$ cat src/rtl/mem_arbiter.sv
// Two-port round-robin arbiter in front of a single-ported memory with
// combinational read data and a configurable number of access wait states.
module mem_arbiter #(
  parameter int unsigned WAIT_STATES = 0
) (
  input  logic        clk_i,
  input  logic        rst_i,
  input  logic        p0_req_i,
  input  logic        p0_we_i,
  input  logic [1:0]  p0_size_i,
  input  logic [7:0]  p0_addr_i,
  input  logic [31:0] p0_wdata_i,
  output logic        p0_ack_o,
  output logic [31:0] p0_rdata_o,
  input  logic        p1_req_i,
  input  logic        p1_we_i,
  input  logic [1:0]  p1_size_i,
  input  logic [7:0]  p1_addr_i,
  input  logic [31:0] p1_wdata_i,
  output logic        p1_ack_o,
  output logic [31:0] p1_rdata_o,
  output logic [7:0]  mem_address_o,
  output logic [31:0] mem_write_data_o,
  output logic [1:0]  mem_read_o,
  output logic [1:0]  mem_write_o,
  input  logic [31:0] mem_read_data_i,
  output logic        busy_o
);

  typedef enum logic [1:0] {IDLE, ACCESS, RESP} state_e;

  localparam logic [3:0] WAIT_LOAD = 4'(WAIT_STATES);

  state_e      state_q, state_d;
  logic [3:0]  cnt_q, cnt_d;
  logic        last_q, last_d;
  logic        winner_q, winner_d;
  logic        we_q, we_d;
  logic [1:0]  size_q, size_d;
  logic [7:0]  addr_q, addr_d;
  logic [31:0] wdata_q, wdata_d;
  logic [31:0] p0_rdata_q, p0_rdata_d;
  logic [31:0] p1_rdata_q, p1_rdata_d;
  logic        any_req;
  logic        grant_p1;
  logic [31:0] rd_value;

  always_ff @(posedge clk_i) begin
    if (rst_i) begin
      state_q    <= IDLE;
      cnt_q      <= '0;
      last_q     <= 1'b1;
      winner_q   <= 1'b0;
      we_q       <= 1'b0;
      size_q     <= '0;
      addr_q     <= '0;
      wdata_q    <= '0;
      p0_rdata_q <= '0;
      p1_rdata_q <= '0;
    end else begin
      state_q    <= state_d;
      cnt_q      <= cnt_d;
      last_q     <= last_d;
      winner_q   <= winner_d;
      we_q       <= we_d;
      size_q     <= size_d;
      addr_q     <= addr_d;
      wdata_q    <= wdata_d;
      p0_rdata_q <= p0_rdata_d;
      p1_rdata_q <= p1_rdata_d;
    end
  end

  // last_q set means p1 was granted last, so p0 takes the next tie.
  always_comb begin
    any_req    = p0_req_i | p1_req_i;
    grant_p1   = p1_req_i & (~p0_req_i | ~last_q);
    rd_value   = (size_q == 2'b00) ? 32'h0 : mem_read_data_i;
    state_d    = state_q;
    cnt_d      = cnt_q;
    last_d     = last_q;
    winner_d   = winner_q;
    we_d       = we_q;
    size_d     = size_q;
    addr_d     = addr_q;
    wdata_d    = wdata_q;
    p0_rdata_d = p0_rdata_q;
    p1_rdata_d = p1_rdata_q;
    case (state_q)
      IDLE: begin
        if (any_req) begin
          state_d  = ACCESS;
          winner_d = grant_p1;
          last_d   = grant_p1;
          cnt_d    = WAIT_LOAD;
          we_d     = grant_p1 ? p1_we_i    : p0_we_i;
          size_d   = grant_p1 ? p1_size_i  : p0_size_i;
          addr_d   = grant_p1 ? p1_addr_i  : p0_addr_i;
          wdata_d  = grant_p1 ? p1_wdata_i : p0_wdata_i;
        end
      end
      ACCESS: begin
        if (cnt_q != 4'd0) begin
          cnt_d = cnt_q - 4'd1;
        end else begin
          state_d = RESP;
          if (!we_q) begin
            if (winner_q) p1_rdata_d = rd_value;
            else          p0_rdata_d = rd_value;
          end
        end
      end
      RESP:    state_d = IDLE;
      default: state_d = IDLE;
    endcase
  end

  always_comb begin
    mem_address_o    = addr_q;
    mem_write_data_o = wdata_q;
    mem_read_o       = 2'b00;
    mem_write_o      = 2'b00;
    p0_ack_o         = 1'b0;
    p1_ack_o         = 1'b0;
    p0_rdata_o       = p0_rdata_q;
    p1_rdata_o       = p1_rdata_q;
    busy_o           = (state_q != IDLE);
    if (state_q == ACCESS) begin
      if (we_q) mem_write_o = size_q;
      else      mem_read_o  = size_q;
    end
    if (state_q == RESP) begin
      p0_ack_o = ~winner_q;
      p1_ack_o = winner_q;
    end
  end

endmodule

$ cat config.mk
export PLATFORM = sky130hd
export DESIGN_NAME = mem_arbiter
export DESIGN_NICKNAME = d
export VERILOG_FILES = /design/src/rtl/mem_arbiter.sv
export SDC_FILE = /design/constraint.sdc
export NUM_CORES = 1
export LEC_CHECK = 0
export ABC_CLOCK_PERIOD_IN_PS = 1600
export CORE_UTILIZATION = 37
export CTS_CLUSTER_DIAMETER = 150
export DETAILED_ROUTE_END_ITERATION = 8
export GPL_TIMING_DRIVEN = 0
export PLACE_DENSITY = 0.77
export SYNTH_ARGS = -nofsm -noshare
export SYNTH_HDL_FRONTEND = slang
export SYNTH_SLANG_ARGS = --single-unit
$ cat constraint.sdc
create_clock -name clk_i -period 1.6 [get_ports clk_i]
set_input_delay 0.24 -clock clk_i [delete_from_list [all_inputs] [get_ports clk_i]]
set_output_delay 0.24 -clock clk_i [all_outputs]
set_load 0.05 [all_outputs]
* Yosys cells after proc, flatten, opt, wreduce, memory -nomap -nowiden *
Index checks and enable logic that the tools add are counted.

cells by class
  add/subtract/negate cells = 1
  equality and inequality tests = 5
  multiplexer cells = 17
  bitwise gates (word level) = 8
  reduce and logical (&&, ||, !) cells = 10

operators by type and width
  kind                   number
  $mux W32               2
  $mux W2                7
  $mux W4                2
  $mux W8                1
  $pmux W4 S2            1
  $reduce_and A4 Y1      2
  $ne A2 B2 Y1 const B   3
  $not A1 Y1             5
  $logic_not A2 Y1       2
  $pmux W2 S2            1
  $reduce_and A2 Y1      2
  $reduce_bool A2 Y1     2
  $reduce_bool A4 Y1     1
  $sub A4 B1 Y4 const B  1
  $mux W1                3
  $reduce_and A3 Y1      1
  $eq A2 B1 Y1 const B   1
  $eq A2 B2 Y1 const B   1
  $or A1 B1 Y1           2
  $and A1 B1 Y1          1

word-level totals
  flip-flop bits (word level) = 115
  input port bits = 122
  output and inout bits = 111

* Logic depth before layout (Yosys ltp) *
Gate-level depths: netlist (run 1).

  word-level depth = 4
  depth in mapped cells = 6

* Worst setup path before layout (run 1) *
OpenSTA, ideal clock, no wires.

  path type = register to output
  start point = reg state_q[1]
  end point = out p0_ack_o
  arrival time = 1537 ps
  data required time = 1360 ps
  slack = -177 ps
  cell stages (with the launch flop) = 2
  path buffers = 0
  cell sequence = dfxtp_1 > nor3b_1

between the ends
  word-level cells in the longest chain between the ends = 2

RTL lines
  what                    line  RTL
  from (decl)             34    state_e state_q, state_d;
  from (signal assigned)  61    state_q <= state_d;
  $eq A2 B2 Y1            132   if (state_q == RESP) begin
  $mux W1                 132
  to (decl)               13    output logic p0_ack_o,

Every way passes these cells.

* Worst setup path after layout (run 1) *
  start point = reg cnt_q[0]
  end point = reg p0_rdata_q[22], in the netlist p0_rdata_o[22]

between the ends
  word-level cells in the longest chain between the ends = 3

RTL lines
  what                         line  RTL
  from (decl)                  35    logic [3:0] cnt_q, cnt_d;
  from (signal assigned)       62    cnt_q <= cnt_d;
  $reduce_bool A4 Y1           103   if (cnt_q != 4'd0) begin
  $not A1 Y1 (no line)         --
  $reduce_and A4 Y1 (no line)  --
  to (signal assigned)         69    p0_rdata_q <= p0_rdata_d;
  to (decl)                    42    logic [31:0] p0_rdata_q, p0_rdata_d;

Every way passes these cells.
A chain may end at the register's enable or synchronous reset.

==> report_table.html, run 1 <==
<table>
<tr><th>Metric</th><th>Value</th></tr>
<tr><th colspan="2">Synthesis</th></tr>
<tr><td>Sequential area share after synthesis</td><td>0.482</td></tr>
<tr><td>Post-Syn Area per Cell</td><td>between 10 and 15 um^2</td></tr>
<tr><td>Area fraction of the dominant cell type after synthesis</td><td>0.482</td></tr>
<tr><td>Most used DFF post-synth</td><td>dfxtp_1</td></tr>
<tr><td>Count of different cell masters after synthesis</td><td>32</td></tr>
<tr><td>Count of flip-flops with a built-in enable after synthesis</td><td>0</td></tr>
<tr><td>Yosys warning count</td><td>0</td></tr>
<tr><td>Area contributors post-synth</td><td>dfxtp_1 (48%), mux2i_1 (22%), nand2b_1 (8.5%)</td></tr>
<tr><td>Net Count, Synth</td><td>roughly 570</td></tr>
<tr><td>Count leader, synth</td><td>dfxtp_1</td></tr>
<tr><td>Cell Area, Synth</td><td>~4800 um^2</td></tr>
<tr><td>Synthesized instance count</td><td>442</td></tr>
<tr><td>Cell accounting for the most synthesized area</td><td>dfxtp_1</td></tr>
<tr><td>Synthesized flop and latch total</td><td>between 100 and 150</td></tr>
<tr><td>Most common library cells after synthesis</td><td>dfxtp_1 (115), mux2i_1 (107), nand2b_1 (65)</td></tr>
<tr><td>Ys async rst share</td><td>0</td></tr>
<tr><th colspan="2">Power and ir drop</th></tr>
<tr><td>Power density normalized to cell area</td><td>roughly 1100 nW/um^2</td></tr>
<tr><td>Peak ir drop on the vdd network</td><td>0.000702 V</td></tr>
<tr><td>Tot Pwr</td><td>approximately 8600 uW</td></tr>
<tr><td>Leakage power figure</td><td>between 0.003 and 0.004 uW</td></tr>
<tr><th colspan="2">Timing</th></tr>
<tr><td>RSZ-0062 raised after global routing</td><td>yes</td></tr>
<tr><td>Worst slew margin relative to its limit</td><td>0.536</td></tr>
<tr><td>Peak Freq</td><td>between 500 and 600 MHz</td></tr>
<tr><td>Final count of pins violating max slew</td><td>0</td></tr>
<tr><td>Worst clock skew</td><td>0.00634 ns</td></tr>
<tr><td>Actual transition at the worst max-transition pin</td><td>a little under 0.7 ns</td></tr>
<tr><td>Setup violators final</td><td>38</td></tr>
<tr><td>Final worst setup slack</td><td>-0.149 ns</td></tr>
<tr><td>Final number of hold-violating endpoints</td><td>0</td></tr>
<tr><td>Shortest clock period the worst path allows after layout</td><td>between 1.5 and 2 ns</td></tr>
<tr><td>Share of the clock period used by the worst path after layout</td><td>1.09</td></tr>
<tr><th colspan="2">Global route</th></tr>
<tr><td>Number of antenna violations at the first check in global routing</td><td>0</td></tr>
<tr><td>Vias in the first global route</td><td>about 4600</td></tr>
<tr><td>Sum of overflow across all layers after global routing</td><td>0</td></tr>
<tr><td>Wire length of the first global-routing pass</td><td>23000 um</td></tr>
<tr><td>Overall fraction of global-route tracks in use</td><td>0.224</td></tr>
<tr><td>Maximum number of pins on one net before global-route repair</td><td>17</td></tr>
<tr><th colspan="2">Clock network</th></tr>
<tr><td>Level count of the clock H-tree</td><td>4</td></tr>
<tr><td>Number of buffers between clock root and the deepest sink</td><td>2</td></tr>
<tr><td>Inserted Clock Buffers</td><td>17</td></tr>
<tr><td>TritonCTS clock tree</td><td>built</td></tr>
<tr><td>Buffer type at the clock tree root</td><td>clkbuf_16</td></tr>
<tr><td>Clk sink count</td><td>~120</td></tr>
<tr><td>Clk slew on worst S/H paths</td><td>~0.050 ns</td></tr>
<tr><td>Count of hold buffers inserted by post-cts repair</td><td>0</td></tr>
<tr><td>Insertion delay of the later-clocked pin in the worst-skew pair</td><td>a little over 0.4 ns</td></tr>
<tr><th colspan="2">Layout</th></tr>
<tr><td>Total area of multi-input combinational cells</td><td>about 2400 um^2</td></tr>
<tr><td>Antenna cell count</td><td>0</td></tr>
<tr><td>FF/Latch Area</td><td>about 2300 um^2</td></tr>
<tr><td>Filler Cells Inserted</td><td>1097</td></tr>
<tr><td>Fraction of layout instances using a drive strength above 1</td><td>0.141</td></tr>
<tr><td>Relative area change from synthesis to final layout</td><td>69.5%</td></tr>
<tr><td>Share of the core filled with cells in the final layout</td><td>0.642</td></tr>
<tr><td>Total Nets Final</td><td>about 830</td></tr>
<tr><th colspan="2">Critical path</th></tr>
<tr><td>Required time of the critical path</td><td>~1.9 ns</td></tr>
<tr><td>Worst Setup Path Type</td><td>reg -&gt; reg</td></tr>
<tr><td>Startpoint of the worst register-to-register path</td><td>cnt_q[0]</td></tr>
<tr><td>Type of destination of the critical path</td><td>register</td></tr>
<tr><td>Critical Path AT</td><td>2.08 ns</td></tr>
<tr><td>Startpoint Class</td><td>register</td></tr>
<tr><td>R2R Setup Slk</td><td>-0.15 ns</td></tr>
<tr><td>Worst Setup SP</td><td>cnt_q[0]</td></tr>
<tr><td>Largest fanout on the critical path</td><td>6</td></tr>
<tr><th colspan="2">Routing</th></tr>
<tr><td>Drt pass-1 iters</td><td>4</td></tr>
<tr><td>DRC violation total after the first TritonRoute iteration</td><td>93</td></tr>
<tr><td>Post-DR wirelength/cell</td><td>approximately 17 um</td></tr>
<tr><td>Avg Vias per Cell</td><td>4.87</td></tr>
<tr><td>Number of nets with antenna violations after routing</td><td>0</td></tr>
<tr><td>Via total after detailed routing</td><td>approximately 4300</td></tr>
<tr><td>Final routed DRC violation total</td><td>0</td></tr>
<tr><td>Final WL</td><td>around 15000 um</td></tr>
<tr><th colspan="2">Run</th></tr>
<tr><td>Max-cap violations</td><td>0</td></tr>
<tr><th colspan="2">Floorplanning</th></tr>
<tr><td>Die boundary height</td><td>116 um</td></tr>
<tr><td>DIE AREA</td><td>~13000 um^2</td></tr>
<tr><td>Effective utilization at floorplan</td><td>0.379</td></tr>
<tr><td>Width of the die</td><td>around 120 um</td></tr>
<tr><td>Number of primary I/O pins</td><td>around 230</td></tr>
<tr><td>Std-Cell Core Area</td><td>between 10000 and 15000 um^2</td></tr>
<tr><td>Std cell rows</td><td>41</td></tr>
<tr><th colspan="2">Placement</th></tr>
<tr><td>DP Wirelength</td><td>around 11000 um</td></tr>
<tr><td>Final weighted congestion in routability-driven placement</td><td>0.727</td></tr>
<tr><td>Port Buf Inserts</td><td>around 230</td></tr>
<tr><th colspan="2">Min path</th></tr>
<tr><td>HP Class</td><td>in -&gt; reg</td></tr>
<tr><td>Worst Min Path Start</td><td>mem_read_data_i[28]</td></tr>
<tr><th colspan="2">Run status</th></tr>
<tr><td>Violations in the final reports</td><td>negative setup slack</td></tr>
<tr><td>Outcome</td><td>complete, but fails checks</td></tr>
</table>
-- final cells by class --
cell class                 instances  share of cell area
timing repair buffer             247               0.291
clock inverter                    10              0.0133
clock buffer                      21              0.0581
sequential                       115               0.286
inverter                           4             0.00185
tap                              172              0.0266
multi-input combinational        291               0.295
buffer                            33              0.0287
-- flip-flops by register name (all words and copies together) (netlist names) --
register,flops
we_q,1
size_q,2
mem_address_o,8
cnt_q,4
p1_rdata_o,32
p0_rdata_o,32
winner_q,1
last_q,1
state_q,2
mem_write_data_o,32
-- critical path: stages, from the launching register on --
cell     delay [ns]
dfxtp_2        0.33
inv_2          0.08
ha_4           0.12
or3b_4         0.39
nor4_4         0.16
buf_6          0.20
buf_12         0.13
buf_16         0.11
mux2i_1        0.16
-- worst paths after layout --
path / to / cells past startpoint
setup / recovery: p0_rdata_o[22] / 8
hold / removal: p1_rdata_o[28] / 3
setup reg to reg: p0_rdata_o[22] / 8
hold reg to reg: mem_write_data_o[12] / 1
-- metrics by stage --
step	worst slack (ns)	instance area, um^2	std cells	TNS (ns)	hold slack, ns
global route	-0.203	8100	893	-6.93	0.420
finish	-0.149	8100	893	-2.94	0.421
floorplan	-0.0852	4790	442	-2.72	0.402
CTS	-0.260	7990	887	-6.97	0.407
detailed placement	-0.516	7310	845	-38.22	0.447
global placement	-0.476	7310	845	-33.62	0.445
-- repair_timing --
action	in CTS	in global routing
resized for setup	172	38
buffers inserted	9	6
cloned	2	1
endpoints found under the setup margin	199	110
pin swaps	2	8
endpoints found under the hold margin	0	0
-- routing by layer --
metal | part of all wire | track usage | vias to the layer above
li1 | - | - | 2100
met1 | 0.41 | 0.259 | 2087
met2 | 0.51 | 0.390 | 129
met3 | 0.043 | 0.0560 | 30
met4 | 0.028 | 0.106 | 0
met5 | 0 | 0 | -
-- report_power, final --
part           total [uW]  switching (uW)  internal (uW)  leakage (uW)
registers            3130             103           3030      0.000939
logic                1780            1020            751       0.00246
clock network        3680            1290           2390      0.000281
total                8590            2420           6170       0.00368
-- placed cells by master (no fill, tap or decap), types with 2 or more instances in the layout --
cell type        instances
a21oi_1                  4
a221o_1                  2
and3_4                   2
buf_12                   4
buf_2                    5
buf_4                   16
buf_6                    8
buf_8                    3
bufinv_16                2
clkbuf_1                13
clkbuf_16               17
clkbuf_2                 5
clkbuf_4                 2
clkbuf_8                 3
clkdlybuf4s15_1          2
clkdlybuf4s50_1        120
clkinv_2                 5
clkinvlp_4               3
dfxtp_1                109
dfxtp_2                  5
dlygate4sd2_1          102
inv_1                    2
inv_2                    2
mux2i_1                106
nand2_1                 35
nand2_4                  2
nand2b_1                65
nor2_4                   3
nor3_1                   2
nor3b_2                  2
o21ai_0                  2
o2bb2ai_1               43
or3_1                    2
or4_1                    2
-- cells by family after synthesis --
| family | after synthesis | share of synthesized area |
|---|---|---|
| buffers and inverters | 37 | 0.0408 |
| muxes | 107 | 0.224 |
| DFF | 115 | 0.482 |
| and+or+nand+nor | 124 | 0.148 |
| AOI/OAI and AO/OA | 57 | 0.100 |
| adders and majority gates | 2 | 0.00524 |
Note: power is estimated with default switching activity, not from simulation.
==> inputs of run 2 (changes only) <==
--- a/config.mk
+++ b/config.mk
@@ -10,6 +10,7 @@
 export CTS_CLUSTER_DIAMETER = 150
 export DETAILED_ROUTE_END_ITERATION = 8
 export GPL_TIMING_DRIVEN = 0
+export MAX_ROUTING_LAYER = met4
 export PLACE_DENSITY = 0.77
 export SYNTH_ARGS = -nofsm -noshare
 export SYNTH_HDL_FRONTEND = slang
==> run 2 against run 1 <==
Net effect: the flow still finishes with violations (negative setup slack); worst setup slack improved by 0.0016 ns; clock power about the same; sequential power about the same; total power about the same; cell area about the same; clock skew decreased by 0.0010 ns; largest cell class unchanged.
==> report_table.html, run 2 (synthesized netlist as in run 1, its figures left out) <==
<table>
<tr><th>Metric</th><th>Value</th></tr>
<tr><th colspan="2">Layout</th></tr>
<tr><td>Post-route non-filler standard cell count</td><td>~900</td></tr>
<tr><td>Share of the core filled with cells in the final layout</td><td>0.642</td></tr>
<tr><td>Relative area change from synthesis to final layout</td><td>69.6%</td></tr>
<tr><td>Filler Cells Inserted</td><td>approximately 1100</td></tr>
<tr><td>Antenna cell count</td><td>0</td></tr>
<tr><td>Leading cell type in the layout, fill and taps excluded</td><td>clkdlybuf4s50_1</td></tr>
<tr><td>FF/Latch Area</td><td>approximately 2300 um^2</td></tr>
<tr><td>Fraction of layout instances using a drive strength above 1</td><td>0.143</td></tr>
<tr><td>Most used cells in the layout excluding fill and tap cells</td><td>clkdlybuf4s50_1 (120), dfxtp_1 (109), mux2i_1 (106)</td></tr>
<tr><td>Total Nets Final</td><td>832</td></tr>
<tr><td>Total area of multi-input combinational cells</td><td>between 2000 and 2500 um^2</td></tr>
<tr><td>Final instance area</td><td>~8100 um^2</td></tr>
<tr><th colspan="2">Timing</th></tr>
<tr><td>RSZ-0062 raised after global routing</td><td>yes</td></tr>
<tr><td>Final count of pins violating max slew</td><td>0</td></tr>
<tr><td>Worst slew margin relative to its limit</td><td>0.560</td></tr>
<tr><td>Actual transition at the worst max-transition pin</td><td>roughly 0.66 ns</td></tr>
<tr><td>Setup violators final</td><td>37</td></tr>
<tr><td>Min Hold Slack</td><td>between 0.4 and 0.5 ns</td></tr>
<tr><td>Share of the clock period used by the worst path after layout</td><td>1.09</td></tr>
<tr><td>Shortest clock period the worst path allows after layout</td><td>~1.7 ns</td></tr>
<tr><td>Final number of hold-violating endpoints</td><td>0</td></tr>
<tr><td>Worst clock skew</td><td>around 0.0053 ns</td></tr>
<tr><td>Final worst setup slack</td><td>-0.147 ns</td></tr>
<tr><td>Peak Freq</td><td>between 500 and 600 MHz</td></tr>
<tr><th colspan="2">Clock network</th></tr>
<tr><td>Clk slew on worst S/H paths</td><td>0.05 ns</td></tr>
<tr><td>Insertion delay of the later-clocked pin in the worst-skew pair</td><td>approximately 0.4 ns</td></tr>
<tr><td>Number of buffers between clock root and the deepest sink</td><td>2</td></tr>
<tr><td>Inserted Clock Buffers</td><td>17</td></tr>
<tr><td>Level count of the clock H-tree</td><td>4</td></tr>
<tr><td>TritonCTS clock tree</td><td>built</td></tr>
<tr><td>Clk sink count</td><td>115</td></tr>
<tr><td>Count of hold buffers inserted by post-cts repair</td><td>0</td></tr>
<tr><td>Buffer type at the clock tree root</td><td>clkbuf_16</td></tr>
<tr><th colspan="2">Routing</th></tr>
<tr><td>Final WL</td><td>~15000 um</td></tr>
<tr><td>Via total after detailed routing</td><td>roughly 4300</td></tr>
<tr><td>DRC violation total after the first TritonRoute iteration</td><td>just under 100</td></tr>
<tr><td>Drt pass-1 iters</td><td>4</td></tr>
<tr><td>Number of nets with antenna violations after routing</td><td>0</td></tr>
<tr><td>Avg Vias per Cell</td><td>about 4.9</td></tr>
<tr><td>Post-DR wirelength/cell</td><td>16.5 um</td></tr>
<tr><td>Final routed DRC violation total</td><td>0</td></tr>
<tr><th colspan="2">Critical path</th></tr>
<tr><td>R2R Setup Slk</td><td>-0.15 ns</td></tr>
<tr><td>Type of destination of the critical path</td><td>register</td></tr>
<tr><td>Worst reg2reg path endpoint</td><td>p0_rdata_o[22]</td></tr>
<tr><td>Critical Path AT</td><td>2.08 ns</td></tr>
<tr><td>Largest fanout on the critical path</td><td>6</td></tr>
<tr><td>Depth of the most critical reg-to-reg path</td><td>8</td></tr>
<tr><td>Critical path cell sequence</td><td>inv_2 -&gt; ha_4 -&gt; or3b_4 -&gt; nor4_4 -&gt; buf_6 -&gt; buf_12 -&gt; buf_16 -&gt; mux2i_1</td></tr>
<tr><td>Number of buffers and inverters on the critical path</td><td>4</td></tr>
<tr><td>Worst Setup Path Type</td><td>reg -&gt; reg</td></tr>
<tr><td>Required time of the critical path</td><td>~1.9 ns</td></tr>
<tr><td>Startpoint Class</td><td>register</td></tr>
<tr><td>Worst-path cell with the longest stage delay</td><td>or3b_4</td></tr>
<tr><td>Largest stage delay on the critical path</td><td>a little under 0.4 ns</td></tr>
<tr><td>Family with the most delay on the worst path</td><td>simple AND/OR/NAND/NOR gates</td></tr>
<tr><td>Startpoint of the worst register-to-register path</td><td>cnt_q[0]</td></tr>
<tr><th colspan="2">Global route</th></tr>
<tr><td>Vias in the first global route</td><td>between 4000 and 5000</td></tr>
<tr><td>Overall fraction of global-route tracks in use</td><td>0.232</td></tr>
<tr><td>Wire length of the first global-routing pass</td><td>~23000 um</td></tr>
<tr><td>Number of antenna violations at the first check in global routing</td><td>0</td></tr>
<tr><td>Maximum number of pins on one net before global-route repair</td><td>17</td></tr>
<tr><td>Sum of overflow across all layers after global routing</td><td>0</td></tr>
<tr><th colspan="2">Placement</th></tr>
<tr><td>Port Buf Inserts</td><td>between 200 and 250</td></tr>
<tr><td>Final weighted congestion in routability-driven placement</td><td>between 0.7 and 0.8</td></tr>
<tr><td>Number of placed instances with taps included</td><td>between 800 and 900</td></tr>
<tr><td>Placement-stage cell area</td><td>between 7000 and 8000 um^2</td></tr>
<tr><td>DP Wirelength</td><td>approximately 11000 um</td></tr>
<tr><th colspan="2">Floorplanning</th></tr>
<tr><td>Width of the die</td><td>~120 um</td></tr>
<tr><td>Std-Cell Core Area</td><td>~13000 um^2</td></tr>
<tr><td>Number of primary I/O pins</td><td>233</td></tr>
<tr><td>Die boundary height</td><td>around 120 um</td></tr>
<tr><td>Std cell rows</td><td>a little over 40</td></tr>
<tr><td>Effective utilization at floorplan</td><td>0.379</td></tr>
<tr><td>DIE AREA</td><td>13400 um^2</td></tr>
<tr><th colspan="2">Min path</th></tr>
<tr><td>Depth of the worst hold-timing path</td><td>3</td></tr>
<tr><td>Worst Min Path Start</td><td>mem_read_data_i[27]</td></tr>
<tr><td>HP Class</td><td>in -&gt; reg</td></tr>
<tr><td>Worst Hold End</td><td>p1_rdata_o[27]</td></tr>
<tr><th colspan="2">Power and ir drop</th></tr>
<tr><td>Leakage power figure</td><td>between 0.003 and 0.004 uW</td></tr>
<tr><td>Power density normalized to cell area</td><td>approximately 1100 nW/um^2</td></tr>
<tr><td>Peak ir drop on the vdd network</td><td>roughly 0.0007 V</td></tr>
<tr><th colspan="2">Run status</th></tr>
<tr><td>Violations in the final reports</td><td>negative setup slack</td></tr>
<tr><td>Outcome</td><td>complete, but fails checks</td></tr>
<tr><th colspan="2">Run</th></tr>
<tr><td>Max-cap violations</td><td>0</td></tr>
</table>
==> run 2: cell types whose count changed in the layout (fill, tap and decap cells not counted) <==
cell and delta:
buf_4 -1, ha_1 -1, ha_4 +1, inv_1 -1
inv_2 +1
==> run 2: final cells by class <==
type | instances | share of cell area
plain buffers | 33 | 0.0287
clock buffers | 21 | 0.0581
clock inverters | 10 | 0.0133
inverters | 4 | 0.00185
multi-input cells | 291 | 0.296
flip-flops and latches | 115 | 0.285
well taps | 172 | 0.0266
repair buffers | 246 | 0.290
==> run 2: worst register-to-register path, cell delays in order (launching register included) <==
cell	delay, ns
dfxtp_2	0.33
inv_2	0.08
ha_4	0.12
or3b_4	0.39
nor4_4	0.16
buf_6	0.20
buf_12	0.13
buf_16	0.11
mux2i_1	0.16
==> run 2: worst max path at each step <==
stage,startpoint,end,slack [ns],cells past startpoint
2_1_floorplan,cnt_q[0],p0_rdata_o[0],-0.09,6
3_3_place_gp,state_q[0],mem_write_o[1],-0.48,4
3_5_place_dp,state_q[0],mem_write_o[1],-0.52,4
4_1_cts,cnt_q[1],p0_rdata_o[6],-0.26,8
5_1_grt,cnt_q[1],p0_rdata_o[18],-0.22,8
6_report,cnt_q[0],p0_rdata_o[22],-0.15,8
==> run 2: metrics by stage <==
step | setup WS (ns) | TNS [ns] | total power (uW)
floorplan | -0.0852 | -2.72 | 4190
global placement | -0.476 | -33.62 | 4910
detailed placement | -0.516 | -38.22 | 4930
CTS | -0.260 | -6.97 | 8640
global route | -0.217 | -7.64 | 8920
finish | -0.147 | -2.92 | 8580
==> run 2: report_power, final <==
group | internal, uW | switching, uW | leakage [uW] | total [uW]
clock network | 2390 | 1290 | 0.000281 | 3670
registers | 3030 | 103 | 0.000939 | 3130
logic | 751 | 1020 | 0.00246 | 1770
==> run 2: what timing repair did <==
item / 4_1_cts / 5_1_grt
setup buffers: 9 / 6
endpoints found under the setup margin: 199 / 111
cloned: 2 / 1
pin swaps: 2 / 9
gates resized for setup: 172 / 41
==> run 2: layer usage <==
metal	routed length [um]	global-route usage	vias up
met5	0	-	-
met1	6310	0.267	2102
li1	-	-	2093
met3	433	0.0429	32
met2	7590	0.391	116
met4	412	0.106	0
==> inputs of run 3 (changes only) <==
--- a/config.mk
+++ b/config.mk
@@ -5,6 +5,7 @@
 export SDC_FILE = /design/constraint.sdc
 export NUM_CORES = 1
 export LEC_CHECK = 0
+export ABC_AREA = 0
 export ABC_CLOCK_PERIOD_IN_PS = 1600
 export CORE_UTILIZATION = 37
 export CTS_CLUSTER_DIAMETER = 150
@@ -12,6 +13,7 @@
 export GPL_TIMING_DRIVEN = 0
 export MAX_ROUTING_LAYER = met4
 export PLACE_DENSITY = 0.77
+export REMOVE_ABC_BUFFERS = 1
 export SYNTH_ARGS = -nofsm -noshare
 export SYNTH_HDL_FRONTEND = slang
 export SYNTH_SLANG_ARGS = --single-unit
==> run 3 against run 2 <==
Net effect: cell area rose by 1.4%; combinational power barely moved; total power rose by 4.2%; the run still ends with negative setup slack left; critical endpoint is now p0_rdata_o[30]; die area did not move; worst setup slack got worse by 0.067 ns; via count fell by 2.2%; sequential share of layout area fell by 0.37 points; wire length rose by 3.2%; final cell count fell by 1.6%.
==> report_table.html, run 3 (synthesized netlist as in run 1, its figures left out) <==
<table>
<tr><th>Metric</th><th>Value</th></tr>
<tr><th colspan="2">Critical path</th></tr>
<tr><td>Largest fanout on the critical path</td><td>6</td></tr>
<tr><td>Critical Path AT</td><td>between 2 and 2.5 ns</td></tr>
<tr><td>Startpoint of the worst register-to-register path</td><td>cnt_q[1]</td></tr>
<tr><td>Required time of the critical path</td><td>1.93 ns</td></tr>
<tr><td>Worst Setup SP</td><td>cnt_q[1]</td></tr>
<tr><td>Type of destination of the critical path</td><td>register</td></tr>
<tr><td>Worst Setup Path Type</td><td>reg -&gt; reg</td></tr>
<tr><td>Startpoint Class</td><td>register</td></tr>
<tr><th colspan="2">Floorplanning</th></tr>
<tr><td>Effective utilization at floorplan</td><td>0.379</td></tr>
<tr><td>Std-Cell Core Area</td><td>between 10000 and 15000 um^2</td></tr>
<tr><td>Std cell rows</td><td>between 40 and 50</td></tr>
<tr><td>Width of the die</td><td>~120 um</td></tr>
<tr><td>Number of primary I/O pins</td><td>233</td></tr>
<tr><td>Die boundary height</td><td>116 um</td></tr>
<tr><td>DIE AREA</td><td>13400 um^2</td></tr>
<tr><th colspan="2">Power and ir drop</th></tr>
<tr><td>Peak ir drop on the vdd network</td><td>0.000807 V</td></tr>
<tr><td>Share of total power in sequential cells</td><td>0.351</td></tr>
<tr><td>Leakage power figure</td><td>roughly 0.0037 uW</td></tr>
<tr><td>Share of total power in the clock network</td><td>0.447</td></tr>
<tr><td>Fraction of power consumed by combinational cells</td><td>0.202</td></tr>
<tr><td>Power density normalized to cell area</td><td>1090 nW/um^2</td></tr>
<tr><td>Net switching power figure</td><td>between 2000 and 2500 uW</td></tr>
<tr><td>Fraction of power spent switching nets</td><td>0.271</td></tr>
<tr><td>Cell-internal power</td><td>6510 uW</td></tr>
<tr><th colspan="2">Layout</th></tr>
<tr><td>Total Nets Final</td><td>between 800 and 900</td></tr>
<tr><td>Final instance area</td><td>~8000 um^2</td></tr>
<tr><td>FF/Latch Area</td><td>about 2300 um^2</td></tr>
<tr><td>Most used cells in the layout excluding fill and tap cells</td><td>clkdlybuf4s50_1 (120), dfxtp_1 (109), mux2i_1 (103)</td></tr>
<tr><td>Fraction of layout instances using a drive strength above 1</td><td>0.147</td></tr>
<tr><td>Leading cell type in the layout, fill and taps excluded</td><td>clkdlybuf4s50_1</td></tr>
<tr><td>Share of the core filled with cells in the final layout</td><td>0.651</td></tr>
<tr><td>Relative area change from synthesis to final layout</td><td>72.0%</td></tr>
<tr><td>Filler Cells Inserted</td><td>about 1100</td></tr>
<tr><td>Antenna cell count</td><td>0</td></tr>
<tr><td>Total area of multi-input combinational cells</td><td>between 2000 and 2500 um^2</td></tr>
<tr><th colspan="2">Clock network</th></tr>
<tr><td>TritonCTS clock tree</td><td>built</td></tr>
<tr><td>Inserted Clock Buffers</td><td>17</td></tr>
<tr><td>Buffer type at the clock tree root</td><td>clkbuf_16</td></tr>
<tr><td>Number of buffers between clock root and the deepest sink</td><td>2</td></tr>
<tr><td>Clk sink count</td><td>approximately 120</td></tr>
<tr><td>Clk slew on worst S/H paths</td><td>0.05 ns</td></tr>
<tr><td>Level count of the clock H-tree</td><td>4</td></tr>
<tr><td>Insertion delay of the later-clocked pin in the worst-skew pair</td><td>~0.41 ns</td></tr>
<tr><th colspan="2">Routing</th></tr>
<tr><td>Via total after detailed routing</td><td>between 4000 and 5000</td></tr>
<tr><td>Final WL</td><td>around 15000 um</td></tr>
<tr><td>Met3 layer wire length in the routed design</td><td>about 730 um</td></tr>
<tr><td>Uppermost layer routed</td><td>met4</td></tr>
<tr><td>Post-DR wirelength/cell</td><td>17.3 um</td></tr>
<tr><td>Amount of wire on met2 after detailed routing</td><td>7840 um</td></tr>
<tr><td>Drt pass-1 iters</td><td>4</td></tr>
<tr><td>Number of nets with antenna violations after routing</td><td>0</td></tr>
<tr><td>DRC violation total after the first TritonRoute iteration</td><td>around 160</td></tr>
<tr><td>Avg Vias per Cell</td><td>between 4 and 5</td></tr>
<tr><td>Final routed DRC violation total</td><td>0</td></tr>
<tr><td>WL met1</td><td>6430 um</td></tr>
<tr><th colspan="2">Timing</th></tr>
<tr><td>Post-route setup TNS</td><td>-7.55 ns</td></tr>
<tr><td>Share of the clock period used by the worst path after layout</td><td>1.13</td></tr>
<tr><td>RSZ-0062 raised after global routing</td><td>yes</td></tr>
<tr><td>Worst clock skew</td><td>slightly above 0.007 ns</td></tr>
<tr><td>Setup violators final</td><td>70</td></tr>
<tr><td>Actual transition at the worst max-transition pin</td><td>0.572 ns</td></tr>
<tr><td>Final worst setup slack</td><td>-0.214 ns</td></tr>
<tr><td>Final count of pins violating max slew</td><td>0</td></tr>
<tr><td>Final number of hold-violating endpoints</td><td>0</td></tr>
<tr><td>Worst slew margin relative to its limit</td><td>0.620</td></tr>
<tr><td>Shortest clock period the worst path allows after layout</td><td>roughly 1.8 ns</td></tr>
<tr><td>Peak Freq</td><td>between 500 and 600 MHz</td></tr>
<tr><th colspan="2">Run status</th></tr>
<tr><td>Outcome</td><td>complete, but fails checks</td></tr>
<tr><td>Violations in the final reports</td><td>negative setup slack</td></tr>
<tr><th colspan="2">Global route</th></tr>
<tr><td>Overall fraction of global-route tracks in use</td><td>0.232</td></tr>
<tr><td>Wire length of the first global-routing pass</td><td>approximately 22000 um</td></tr>
<tr><td>Vias in the first global route</td><td>4296</td></tr>
<tr><td>Sum of overflow across all layers after global routing</td><td>0</td></tr>
<tr><td>Maximum number of pins on one net before global-route repair</td><td>56</td></tr>
<tr><td>Number of antenna violations at the first check in global routing</td><td>0</td></tr>
<tr><th colspan="2">Min path</th></tr>
<tr><td>Worst Min Path Start</td><td>rst_i</td></tr>
<tr><td>HP Class</td><td>in -&gt; reg</td></tr>
<tr><th colspan="2">Placement</th></tr>
<tr><td>Placement-stage cell area</td><td>between 7000 and 8000 um^2</td></tr>
<tr><td>Final weighted congestion in routability-driven placement</td><td>around 0.8</td></tr>
<tr><td>Port Buf Inserts</td><td>approximately 230</td></tr>
<tr><td>DP Wirelength</td><td>between 10000 and 15000 um</td></tr>
<tr><th colspan="2">Run</th></tr>
<tr><td>Max-cap violations</td><td>0</td></tr>
</table>
==> run 3: routing by layer <==
metal	vias up	GRT usage
li1	2060	-
met1	2053	0.268
met2	115	0.382
met3	19	0.0649
met4	0	0.0863
met5	-	-
==> run 3: critical path, cell delays in order, from the launching register on <==
cell	delay, ns
dfxtp_2	0.32
inv_2	0.07
ha_4	0.13
or3b_4	0.40
nor4_4	0.17
buf_4	0.18
buf_8	0.13
buf_12	0.13
mux2i_2	0.20
==> run 3: timing repair <==
item                                    CTS  global route
hold buffers                              0             0
endpoints found under the setup margin  221           119
cloned                                    4             0
buffers inserted                         19             6
pin swaps                                 7             4
resized for setup                       181            27
==> run 3: final timing paths <==
| check | to | slack [ns] | depth (start not counted) |
|---|---|---|---|
| max | p0_rdata_o[30] | -0.21 | 8 |
| min | p0_rdata_o[12] | 0.37 | 3 |
| max reg2reg | p0_rdata_o[30] | -0.21 | 8 |
| min reg2reg | mem_write_data_o[20] | 0.45 | 1 |
==> run 3: per-stage QoR <==
step                      total power (uW)  instances  setup slack (ns)  hold WS (ns)
after floorplan                       4170        409             -3.85         0.309
after global placement                4920        813             -6.01         0.446
after detailed placement              4930        819             -1.05         0.447
after CTS                             8970        873            -0.242         0.347
after global routing                  9250        878            -0.263         0.381
final                                 8940        878            -0.214         0.365
==> run 3: layout make-up <==
cell class / instances / area share
timing repair buffer: 263 / 0.314
tap: 172 / 0.0262
clock inverter: 10 / 0.0187
clock buffer: 22 / 0.0577
sequential: 115 / 0.282
inverter: 4 / 0.00183
multi-input combinational: 292 / 0.300
==> run 3: power by group through the flow <==
stage,clock [uW],sequential (uW),combinational (uW)
final,4000,3140,1800
after global routing,4200,3160,1890
after CTS,4070,3130,1780
after detailed placement,0,3180,1750
after global placement,0,3170,1750
after floorplan,0,3660,517
